<file path="config.mk">
export PLATFORM = sky130hd
export DESIGN_NAME = display_feed_flat
export DESIGN_NICKNAME = d
export VERILOG_FILES = /design/src/rtl/display_feed_if.sv /design/src/rtl/display_feed.sv /design/src/flat_wrapper.sv
export SDC_FILE = /design/constraint.sdc
export NUM_CORES = 1
export LEC_CHECK = 0
export CORE_AREA = 2 2 87 89
export DETAILED_ROUTE_END_ITERATION = 6
export DIE_AREA = 0 0 89 91
export DONT_BUFFER_PORTS = 1
export SLEW_MARGIN = 10
export SYNTH_ARGS = -nofsm -noshare
export SYNTH_HDL_FRONTEND = slang
export SYNTH_SLANG_ARGS = --single-unit
</file>
<file path="constraint.sdc">
create_clock -name clk -period 2.4 [get_ports clk]
set_clock_uncertainty 0.15 [all_clocks]
set_input_delay 0.48 -clock clk [delete_from_list [all_inputs] [get_ports clk]]
set_output_delay 0.48 -clock clk [all_outputs]
set_load 0.03 [all_outputs]
</file>
<file path="src/rtl/display_feed_if.sv">
// Bundle of CPU debug bytes, raw board controls and scanner-facing outputs for display_feed.
interface display_feed_if;
    logic        btn_step;
    logic [1:0]  sw_sel;
    logic [31:0] cur_pc;
    logic [31:0] next_pc;
    logic [4:0]  rs_addr;
    logic [4:0]  rt_addr;
    logic [31:0] rs_data;
    logic [31:0] rt_data;
    logic [31:0] alu_result;
    logic [31:0] db_data;
    logic [7:0]  in1;
    logic [7:0]  in2;
    logic [1:0]  page;
    logic        scan_clk;
    logic        step_pulse;

    modport master (
        output btn_step, sw_sel, cur_pc, next_pc, rs_addr, rt_addr,
               rs_data, rt_data, alu_result, db_data,
        input  in1, in2, page, scan_clk, step_pulse
    );

    modport slave (
        input  btn_step, sw_sel, cur_pc, next_pc, rs_addr, rt_addr,
               rs_data, rt_data, alu_result, db_data,
        output in1, in2, page, scan_clk, step_pulse
    );
endinterface

</file>
<file path="src/rtl/display_feed.sv">
// Seven-segment feeder: page mux of CPU bytes, scan clock divider and
// single-step button debouncer producing a one-cycle step pulse.
module display_feed #(
    parameter int unsigned DEBOUNCE_CYCLES = 500000,
    parameter int unsigned SCAN_DIV        = 100000
) (
    input logic         clk,
    input logic         rst_n,
    display_feed_if.slave bus
);

    localparam int unsigned CNT_W  = $clog2(DEBOUNCE_CYCLES);
    localparam int unsigned SCAN_W = (SCAN_DIV > 1) ? $clog2(SCAN_DIV) : 1;
    localparam logic [CNT_W-1:0]  CNT_LAST  = CNT_W'(DEBOUNCE_CYCLES - 1);
    localparam logic [SCAN_W-1:0] SCAN_LAST = SCAN_W'(SCAN_DIV - 1);

    typedef enum logic [1:0] {
        IDLE         = 2'd0,
        PRESS_WAIT   = 2'd1,
        PRESSED      = 2'd2,
        RELEASE_WAIT = 2'd3
    } state_t;

    logic              btn_s1, btn_s2;
    logic [1:0]        sel_s1, sel_s2;
    logic [7:0]        in1_q, in2_q;
    logic [1:0]        page_q;
    logic [SCAN_W-1:0] scan_cnt_q;
    logic              scan_clk_q;
    state_t            state_q, state_d;
    logic [CNT_W-1:0]  cnt_q, cnt_d;
    logic              pulse_q, pulse_d;

    // Only the low byte of each CPU word is shown on the display.
    logic unused_bits;
    assign unused_bits = ^{bus.cur_pc[31:8], bus.next_pc[31:8], bus.rs_data[31:8],
                           bus.rt_data[31:8], bus.alu_result[31:8], bus.db_data[31:8]};

    // Two-flop synchronizers for the asynchronous board controls.
    always_ff @(posedge clk) begin
        if (!rst_n) begin
            btn_s1 <= 1'b0;
            btn_s2 <= 1'b0;
            sel_s1 <= 2'b00;
            sel_s2 <= 2'b00;
        end else begin
            btn_s1 <= bus.btn_step;
            btn_s2 <= btn_s1;
            sel_s1 <= bus.sw_sel;
            sel_s2 <= sel_s1;
        end
    end

    // Page mux; page is registered from the same select so it matches in1/in2.
    always_ff @(posedge clk) begin
        if (!rst_n) begin
            in1_q  <= 8'h00;
            in2_q  <= 8'h00;
            page_q <= 2'b00;
        end else begin
            page_q <= sel_s2;
            case (sel_s2)
                2'b00: begin
                    in1_q <= bus.cur_pc[7:0];
                    in2_q <= bus.next_pc[7:0];
                end
                2'b01: begin
                    in1_q <= {3'b000, bus.rs_addr};
                    in2_q <= bus.rs_data[7:0];
                end
                2'b10: begin
                    in1_q <= {3'b000, bus.rt_addr};
                    in2_q <= bus.rt_data[7:0];
                end
                default: begin
                    in1_q <= bus.alu_result[7:0];
                    in2_q <= bus.db_data[7:0];
                end
            endcase
        end
    end

    // Scan divider: toggle scan_clk every SCAN_DIV cycles.
    always_ff @(posedge clk) begin
        if (!rst_n) begin
            scan_cnt_q <= '0;
            scan_clk_q <= 1'b0;
        end else if (scan_cnt_q == SCAN_LAST) begin
            scan_cnt_q <= '0;
            scan_clk_q <= ~scan_clk_q;
        end else begin
            scan_cnt_q <= scan_cnt_q + SCAN_W'(1);
        end
    end

    // Debounce state register.
    always_ff @(posedge clk) begin
        if (!rst_n) begin
            state_q <= IDLE;
            cnt_q   <= '0;
            pulse_q <= 1'b0;
        end else begin
            state_q <= state_d;
            cnt_q   <= cnt_d;
            pulse_q <= pulse_d;
        end
    end

    // Debounce next state; pulse only on the PRESS_WAIT -> PRESSED transition.
    always_comb begin
        state_d = state_q;
        cnt_d   = cnt_q;
        pulse_d = 1'b0;
        case (state_q)
            IDLE: begin
                if (btn_s2) begin
                    state_d = PRESS_WAIT;
                    cnt_d   = '0;
                end
            end
            PRESS_WAIT: begin
                if (!btn_s2) begin
                    state_d = IDLE;
                    cnt_d   = '0;
                end else if (cnt_q == CNT_LAST) begin
                    state_d = PRESSED;
                    pulse_d = 1'b1;
                end else begin
                    cnt_d = cnt_q + CNT_W'(1);
                end
            end
            PRESSED: begin
                if (!btn_s2) begin
                    state_d = RELEASE_WAIT;
                    cnt_d   = '0;
                end
            end
            RELEASE_WAIT: begin
                if (btn_s2) begin
                    state_d = PRESSED;
                end else if (cnt_q == CNT_LAST) begin
                    state_d = IDLE;
                    cnt_d   = '0;
                end else begin
                    cnt_d = cnt_q + CNT_W'(1);
                end
            end
            default: begin
                state_d = IDLE;
                cnt_d   = '0;
            end
        endcase
    end

    assign bus.in1        = in1_q;
    assign bus.in2        = in2_q;
    assign bus.page       = page_q;
    assign bus.scan_clk   = scan_clk_q;
    assign bus.step_pulse = pulse_q;

endmodule

</file>
<file path="src/flat_wrapper.sv">
// flat-port wrapper written by rule: the top's interface ports become plain ports
module display_feed_flat 
#(
    parameter int unsigned DEBOUNCE_CYCLES = 500000,
    parameter int unsigned SCAN_DIV        = 100000
)
  (clk, rst_n, bus_btn_step, bus_sw_sel, bus_cur_pc, bus_next_pc, bus_rs_addr, bus_rt_addr, bus_rs_data, bus_rt_data, bus_alu_result, bus_db_data, bus_in1, bus_in2, bus_page, bus_scan_clk, bus_step_pulse);
  display_feed_if bus_i ();
  input logic clk;
  input logic rst_n;
  input wire logic [$bits(bus_i.btn_step)-1:0] bus_btn_step;
  input wire logic [$bits(bus_i.sw_sel)-1:0] bus_sw_sel;
  input wire logic [$bits(bus_i.cur_pc)-1:0] bus_cur_pc;
  input wire logic [$bits(bus_i.next_pc)-1:0] bus_next_pc;
  input wire logic [$bits(bus_i.rs_addr)-1:0] bus_rs_addr;
  input wire logic [$bits(bus_i.rt_addr)-1:0] bus_rt_addr;
  input wire logic [$bits(bus_i.rs_data)-1:0] bus_rs_data;
  input wire logic [$bits(bus_i.rt_data)-1:0] bus_rt_data;
  input wire logic [$bits(bus_i.alu_result)-1:0] bus_alu_result;
  input wire logic [$bits(bus_i.db_data)-1:0] bus_db_data;
  output wire logic [$bits(bus_i.in1)-1:0] bus_in1;
  output wire logic [$bits(bus_i.in2)-1:0] bus_in2;
  output wire logic [$bits(bus_i.page)-1:0] bus_page;
  output wire logic [$bits(bus_i.scan_clk)-1:0] bus_scan_clk;
  output wire logic [$bits(bus_i.step_pulse)-1:0] bus_step_pulse;
  assign bus_i.btn_step = bus_btn_step;
  assign bus_i.sw_sel = bus_sw_sel;
  assign bus_i.cur_pc = bus_cur_pc;
  assign bus_i.next_pc = bus_next_pc;
  assign bus_i.rs_addr = bus_rs_addr;
  assign bus_i.rt_addr = bus_rt_addr;
  assign bus_i.rs_data = bus_rs_data;
  assign bus_i.rt_data = bus_rt_data;
  assign bus_i.alu_result = bus_alu_result;
  assign bus_i.db_data = bus_db_data;
  assign bus_in1 = bus_i.in1;
  assign bus_in2 = bus_i.in2;
  assign bus_page = bus_i.page;
  assign bus_scan_clk = bus_i.scan_clk;
  assign bus_step_pulse = bus_i.step_pulse;
  display_feed #(.DEBOUNCE_CYCLES(DEBOUNCE_CYCLES), .SCAN_DIV(SCAN_DIV)) u_core (.clk(clk), .rst_n(rst_n), .bus(bus_i));
endmodule
</file>
* Word level (Yosys, flattened, before mapping)
Index checks and enable logic that the tools add are counted.
** Operators by class
- Add/sub/neg operators :: 2
- Multipliers :: 0
- Div/mod/pow operators :: 0
- Order comparisons :: 0
- Equality and inequality tests :: 13
- Shift-type cells :: 0
- Mux-type cells :: 17
- Bitwise operators :: 2
- Reduce and logical (&&, ||, !) cells :: 6
** Operators by type and width (number)
- two-way mux 19 bit :: 6
- one-hot mux 19 bit (4 select lines) :: 1
- one-hot mux 8 bit (3 select lines) :: 2
- adder 19 x 1 -> 19 bit, second input constant :: 1
- equality test 19 bit, second input constant :: 1
- adder 17 x 1 -> 17 bit, second input constant :: 1
- equality test 17 bit, second input constant :: 1
- two-way mux 2 bit :: 6
- one-hot mux 2 bit (4 select lines) :: 1
- AND reduction 4 bit :: 2
- equality test 2 bit, second input constant :: 3
- != test 3 bit, second input constant :: 2
- equality test 2 x 1 -> 1 bit, second input constant :: 2
- logical NOT 2 bit :: 2
- != test 2 bit, second input constant :: 2
- != test 3 x 1 -> 1 bit, second input constant :: 1
- AND reduction 3 bit :: 1
- != test 2 x 1 -> 1 bit, second input constant :: 1
- inverter 1 bit :: 2
- OR reduction 2 bit :: 1
- two-way mux 1 bit :: 1
** Storage, ports and cells
- Bits in registers :: 64
- Bits in latches :: 0
- Bits in writable memories :: 0
- Memory bits (read-only) :: 0
- Input port bits :: 207
- Output and inout port bits :: 20
- Word-level logic and storage cells :: 52
- Memories :: 0

* Longest topological paths before layout
Gate-level depths: netlist of the first run.
- Depth in word-level cells :: 4
- Mapped depth :: 9
- Mapped depth without buffers :: 6

* Worst setup path before layout of the first run
Ideal clock, no wire load.
- Path kind :: reg-to-reg
- Start :: reg u_core.cnt_q[0]
- End :: reg u_core.cnt_q[5]
- Library setup time :: 70 ps
- Arrival time :: 1890 ps
- Required time :: 2180 ps
- Slack :: 290 ps
- Stages on the path, launching flop included :: 9
- Buffers on the path :: 2
- Clock period less this slack :: 2110 ps
- Path through :: dfxtp_1 > ha_1 > buf_6 > nand3_1 > nor3_4 > and4_1 > buf_6 > or4b_2 > a21oi_1
** Between the ends
- Cells in the longest elaborated chain, start to end :: 4
- Elaborated cells on any way between the ends :: 9
- Classes of those cells :: add/sub (1); eq/ne (2); mux (5); reduce/logical (1)
** RTL lines
- start, declared :: RTL line display_feed.sv:31 : logic [CNT_W-1:0] cnt_q, cnt_d;
- start signal, assigned :: RTL line display_feed.sv:104 : cnt_q <= cnt_d;
- adder 19 x 1 -> 19 bit or equality test 19 bit (tied branches)
- two-way mux 19 bit (on tied branches) :: RTL line display_feed.sv:141, display_feed.sv:125
- two-way mux 19 bit (on tied branches) :: RTL line display_feed.sv:139, display_feed.sv:122
- one-hot mux 19 bit (4 select lines) :: RTL line display_feed.sv:114 : case (state_q)
Several ways; a longest one is shown, not always the timed one. The select of a mux whose other input is x is not followed.
A chain may end at the register's enable or synchronous reset.

* Final worst setup path of the first run
Same ends and word-level chain as after synthesis.

==> summary.md, run 1 <==
| Metric | Value |
|---|---|
| Status | `complete, no violations` |
| Clk pin slew, worst setup/hold paths | `about 70 ps` |
| Netlist Area Pre-Place | `3050 sq um` |
| WP data required | `2520 ps` |
| P_leak | `roughly 1.1 nW` |
| Worst-margin pin slew | `639 ps` |
| Worst-skew pair later-pin latency | `340 ps` |
| Diode count | `0` |
| Core box area | `7140 sq um` |
| PortBufs | `0` |
| Drt pass-1 iters | `5` |
| WL final | `7.12 mm` |
| Final hold vios | `0` |
| Post-DP HPWL | `5.34 mm` |
| CP Capture Point | `u_core.cnt_q[5]` |
| Post-synth EDFFs | `0` |
| R2r setup slk | `240 ps` |
| Startpoint types | `flip-flop` |
| Chip width | `89 um` |
| # IOs | `227` |
| Worst ir drop on vdd | `around 300 uV` |
| Reg2Reg Depth | `7` |
| Post-CTS sizing | `0` |
| Num CTS Buffers | `9` |
| Worst path arrival time | `between 2000 and 2500 ps` |
| Worst hold path startpoint | `bus_sw_sel[0]` |
| Layout area overhead | `9.22%` |
| Mapped Avg Cell Area | `slightly below 10 sq um` |
| Vias in the first global route | `2,216` |
| Drt wl/cell | `16.9 um` |
| Fin crit period | `approximately 2200 ps` |
| Reg-to-reg startpoint | `u_core.cnt_q[0]` |
| CP startpoint | `u_core.cnt_q[0]` |
| Final core area utilization | `0.467` |
| Worst slew margin | `0.571` |
| Max cap viols | `0` |
| Clock Path Buffers | `2` |
| Die Footprint | `8100 sq um` |
| Gp weighted congestion | `0.836` |
| Final worst-path cycle share | `0.900` |
| Unrepaired setup endpoints after global routing | `false` |
| Clock sinks | `64` |
| Layout cells sized above 1 | `0.161` |
| Worst Hold Class | `input port to flip-flop` |
| Gr ovfl total | `0` |
| DRC | `0` |
| Main synth FF type | `dfxtp_1` |
| Max Freq | `0.463 GHz` |
| Mapped Cells | `312` |
| Pins Over Slew Limit | `0` |
| CTS root buf | `clkbuf_8` |
| Seq cells post-synth | `between 60 and 70` |
| H-tree levels | `3` |
| Vias per cell | `between 5 and 6` |
| Post-synth cell types | `48` |
| Core Rows | `31` |
| Setup-failing EPs final | `0` |
| Critical path class | `flip-flop to flip-flop` |
| Tot GR Track Use | `0.190` |
| First-pass GRT wire length | `11.4 mm` |
| # hold bufs at CTS | `0` |
| Initial DRC count | `212` |
| PD cells | `618 nW/um^2` |
| Worst-path fanout max | `16` |
| Setup bufs post-CTS | `0` |
| Initial antenna violation count | `0` |
| Die Span Y | `about 91 um` |
| Crit. End Element | `flip-flop` |
| Mapped Nets | `521` |
| Pin count of the biggest net entering global routing | `33` |
| Register area share after synthesis | `0.420` |
| Setup TNS | `0 ps` |
| YS warnings | `0` |
| Nets | `527` |
| Initial Util | `0.428` |
| Critical R2R Capture | `u_core.cnt_q[5]` |
| CTS tree | `yes` |
| Antenna-violating nets left | `0` |
| DR vias | `2,355` |
| Ys async rst share | `0` |
==> critical path, stage by stage (launching register included) <==
cell,delay (ps)
dfxtp_1,350
ha_1,240
nand3_1,130
nor3_4,70
and4_1,230
buf_12,150
or4b_2,620
a21oi_1,150
==> routing by layer <==
| layer | vias to the layer above | wire length, um | track usage |
|---|---|---|---|
| li1 | 1136 | - | - |
| met1 | 1102 | 2960 | 0.239 |
| met2 | 108 | 3370 | 0.284 |
| met3 | 9 | 709 | 0.0918 |
| met4 | 0 | 85 | 0.0622 |
| met5 | - | 0 | 0 |
==> power by group <==
part	switching (mW)	internal (mW)	leakage, nW
Combinational	0.0481	0.0616	0.506
Clock	0.398	0.400	0.0834
Sequential	0.0594	1.09	0.522
Total	0.505	1.55	1.11
==> cell type report <==
cell class | count | area [sq um]
Fill cell | 699 | 3800
Inverter | 5 | 18.8
Clock buffer | 13 | 149
Clock inverter | 3 | 17.5
Timing Repair Buffer | 13 | 123
Multi-Input combinational cell | 225 | 1620
Sequential cell | 64 | 1280
Tap cell | 99 | 124
==> cell families after synthesis <==
family / after synthesis / synth area share
mux: 14 / 0.0991
buf+inv: 23 / 0.0492
flops: 64 / 0.420
xor+xnor: 24 / 0.0688
simple gates: 153 / 0.277
compound gates: 32 / 0.0778
fa+ha+maj: 2 / 0.00819
==> cells in the final DEF (no fill, tap or decap), types with 2 or more instances in the layout <==
cell type,instances
buf_4,11
a21oi_2,2
and4_1,3
or4_2,3
a21oi_1,8
and4bb_2,2
nor4_1,5
mux4_2,13
and2_1,21
clkbuf_1,3
clkinv_2,2
nand3_1,23
nor2b_1,2
buf_12,2
or3_1,3
nor3_1,6
o211ai_1,5
xnor2_1,13
xor2_1,11
dfxtp_1,64
nand4_1,10
nor2_1,37
clkbuf_8,10
o21ai_0,4
o31ai_1,3
and3_1,6
o311ai_0,5
nand2_1,22
ha_1,2
inv_1,4
==> worst min-delay path by stage <==
stage	depth (start not counted)	endpoint	slack, ps
2_1_floorplan	1	u_core.btn_s2	260
3_3_place_gp	1	u_core.sel_s2[1]	270
3_5_place_dp	1	u_core.sel_s2[0]	270
4_1_cts	1	u_core.btn_s2	90
5_1_grt	1	u_core.sel_s1[1]	90
6_report	1	u_core.sel_s1[0]	120
==> sequential cells by signal, indices dropped and copies added (netlist names), named ones only <==
| register | flops |
|---|---|
| u_core.bus.in1 | 8 |
| u_core.btn_s1 | 1 |
| u_core.bus.scan_clk | 1 |
| u_core.bus.step_pulse | 1 |
| u_core.cnt_q | 19 |
| u_core.scan_cnt_q | 17 |
| u_core.bus.page | 2 |
| u_core.sel_s2 | 2 |
| u_core.state_q | 1 |
| u_core.bus.in2 | 8 |
| u_core.sel_s1 | 2 |
| u_core.btn_s2 | 1 |
==> cell usage after synthesis, types with 4 or more instances <==
cell	n	area [sq um]
a21oi_1	8	40.0
and2_1	21	131
and3_1	6	37.5
clkbuf_1	10	37.5
dfxtp_1	64	1280
inv_1	4	15.0
mux4_2	13	293
nand2_1	22	82.6
nand3_1	23	115
nand4_1	10	62.6
nor2_1	37	139
nor3_1	6	30.0
nor4_1	5	31.3
o211ai_1	5	37.5
o21ai_0	4	20.0
o311ai_0	5	43.8
xnor2_1	13	114
xor2_1	11	96.3
==> through the flow <==
stage | instances | power (mW) | cell area (sq um) | hold WS [ps] | worst slack, ps
2_1_floorplan | 312 | 1.26 | 3050 | 262 | 290
3_3_place_gp | 406 | 1.29 | 3170 | 266 | 267
3_5_place_dp | 406 | 1.29 | 3170 | 268 | 242
4_1_cts | 422 | 2.09 | 3340 | 93.0 | 232
5_1_grt | 422 | 2.15 | 3340 | 94.7 | 98.8
6_report | 422 | 2.06 | 3340 | 115 | 240
Note: power is estimated with default switching activity, not from simulation.
==> run 2: changes to the inputs <==
- SETUP_SLACK_MARGIN: not set -> 0.5
==> summary.md, run 2 (synthesized netlist as in run 1, its figures left out) <==
| Metric | Value |
|---|---|
| Max cap viols | `0` |
| Num CTS Buffers | `9` |
| Sw Pwr | `566 uW` |
| # IOs | `227` |
| Pint | `approximately 1.9 mW` |
| CTS root buf | `clkbuf_8` |
| Most common cell after layout, fill and taps aside | `dfxtp_1` |
| Initial Util | `0.428` |
| Sw frac | `0.232` |
| Largest Register | `u_core.cnt_q` |
| Top routing layer used | `met4` |
| Fin crit period | `2140 ps` |
| M1 WL | `3.24 mm` |
| PortBufs | `0` |
| H-tree levels | `3` |
| Worst path arrival time | `2240 ps` |
| Max Freq | `0.467 GHz` |
| Initial antenna violation count | `0` |
| Worst ir drop on vdd | `roughly 440 uV` |
| Status | `complete, no violations` |
| Chip width | `89 um` |
| Worst Hold Class | `input port to flip-flop` |
| Layout area overhead | `17.8%` |
| Initial DRC count | `~170` |
| Worst-margin pin slew | `680 ps` |
| Clk pin slew, worst setup/hold paths | `80 ps` |
| Antenna-violating nets left | `0` |
| First-pass GRT wire length | `between 10 and 15 mm` |
| PD cells | `679 nW/um^2` |
| Post-DP HPWL | `5.36 mm` |
| Final core area utilization | `0.504` |
| Gp weighted congestion | `0.848` |
| Layout cells sized above 1 | `0.268` |
| Hold WS | `93.2 ps` |
| Top Registers | `u_core.cnt_q (19), u_core.scan_cnt_q (17)` |
| R2r setup slk | `about 260 ps` |
| Tot GR Track Use | `0.194` |
| Worst-path fanout max | `6` |
| Pins Over Slew Limit | `0` |
| Most frequent cells in the layout | `dfxtp_1 (57), nor2_1 (36), and2_1 (21), nand3_1 (21), nand2_1 (21)` |
| Gr ovfl total | `0` |
| Critical path class | `flip-flop to flip-flop` |
| Vias in the first global route | `2,255` |
| Vias per cell | `~5.6` |
| Crit. End Element | `flip-flop` |
| Largest register FFs | `19` |
| Drt wl/cell | `between 15 and 20 um` |
| Unrepaired setup endpoints after global routing | `true` |
| Drt pass-1 iters | `4` |
| Final hold vios | `0` |
| Worst-skew pair later-pin latency | `360 ps` |
| Die Footprint | `around 8100 sq um` |
| DR vias | `between 2,000 and 2,500` |
| Setup-failing EPs final | `0` |
| WP data required | `2500 ps` |
| Combinational Power Share | `0.047` |
| Startpoint types | `flip-flop` |
| WL final | `between 7 and 8 mm` |
| Crit-path slowest cell | `or4b_4` |
| Pin count of the biggest net entering global routing | `33` |
| Worst slew margin | `0.546` |
| Crit-path cells | `or4b_4 > nor4_4 > buf_4 > a21boi_4 > o311ai_4 > buf_6 > nor2_1` |
| Core Rows | `31` |
| Crit-path max cell delay | `520 ps` |
| DR WL met3 | `~600 um` |
| DRC | `0` |
| Clock sinks | `64` |
| Final worst-path cycle share | `0.892` |
| Setup ws final | `between 200 and 300 ps` |
| CTS tree | `yes` |
| Core box area | `approximately 7100 sq um` |
| Clock Path Buffers | `2` |
| # hold bufs at CTS | `0` |
| Pre-CTS setup slack | `275 ps` |
| Die Span Y | `~91 um` |
| Diode count | `0` |
| Sequential power share | `0.471` |
| P_leak | `1.21 nW` |
| Clock power frac | `0.481` |
| Nets | `about 540` |
| Met2 Routed Length | `3.52 mm` |
| Setup TNS | `0 ps` |
-- run 2: layer usage --
metal  global-route usage  vias up
met4               0.0958        0
met1                0.256     1133
met2                0.280       96
li1                     -     1156
met5                    0        -
met3               0.0673       14
-- run 2: final timing paths --
path / startpoint / endpoint / depth (start not counted)
max reg2reg: u_core.cnt_q[9] / u_core.cnt_q[11] / 7
min: bus_sw_sel[0] / u_core.sel_s1[0] / 1
min reg2reg: u_core.btn_s1 / u_core.btn_s2 / 1
max: u_core.cnt_q[9] / u_core.cnt_q[11] / 7
-- run 2: area by class of cell --
| cell class | instances | area, sq um |
|---|---|---|
| clock buffers | 10 | 138 |
| clock inverters | 6 | 115 |
| fillers | 703 | 3540 |
| inverters | 5 | 18.8 |
| multi-input cells | 225 | 1720 |
| flip-flops and latches | 64 | 1300 |
| well taps | 99 | 124 |
| repair buffers | 22 | 189 |
-- run 2: stage by stage --
stage,instances,cell area [sq um],power [mW]
3_3_place_gp,404,3160,1.28
4_1_cts,421,3430,2.45
5_1_grt,431,3600,2.53
6_report,431,3600,2.44
3_5_place_dp,404,3160,1.28
2_1_floorplan,312,3070,1.27
-- run 2: what timing repair did --
action / in CTS / in global routing
buffers inserted: 1 / 9
cloned: 0 / 1
pin swaps: 2 / 10
endpoints found under the setup margin: 29 / 33
gates resized for setup: 7 / 28
-- run 2: worst max-delay path, delay by kind of cell, from the launching register on --
| kind | cells | cell delay (ps) |
|---|---|---|
| buffers and inverters | 2 | 390 |
| AO/OA/AOI/OAI | 2 | 430 |
| flip-flops | 1 | 350 |
| AND/OR/NAND/NOR | 3 | 720 |
-- run 2: power groups by stage --
| stage | combinational (mW) | clock, mW | sequential [mW] |
|---|---|---|---|
| floorplan | 0.0982 | 0 | 1.17 |
| global route | 0.126 | 1.25 | 1.16 |
| finish | 0.115 | 1.18 | 1.15 |
| CTS | 0.106 | 1.19 | 1.15 |
| detailed placement | 0.104 | 0 | 1.18 |
| global placement | 0.101 | 0 | 1.18 |
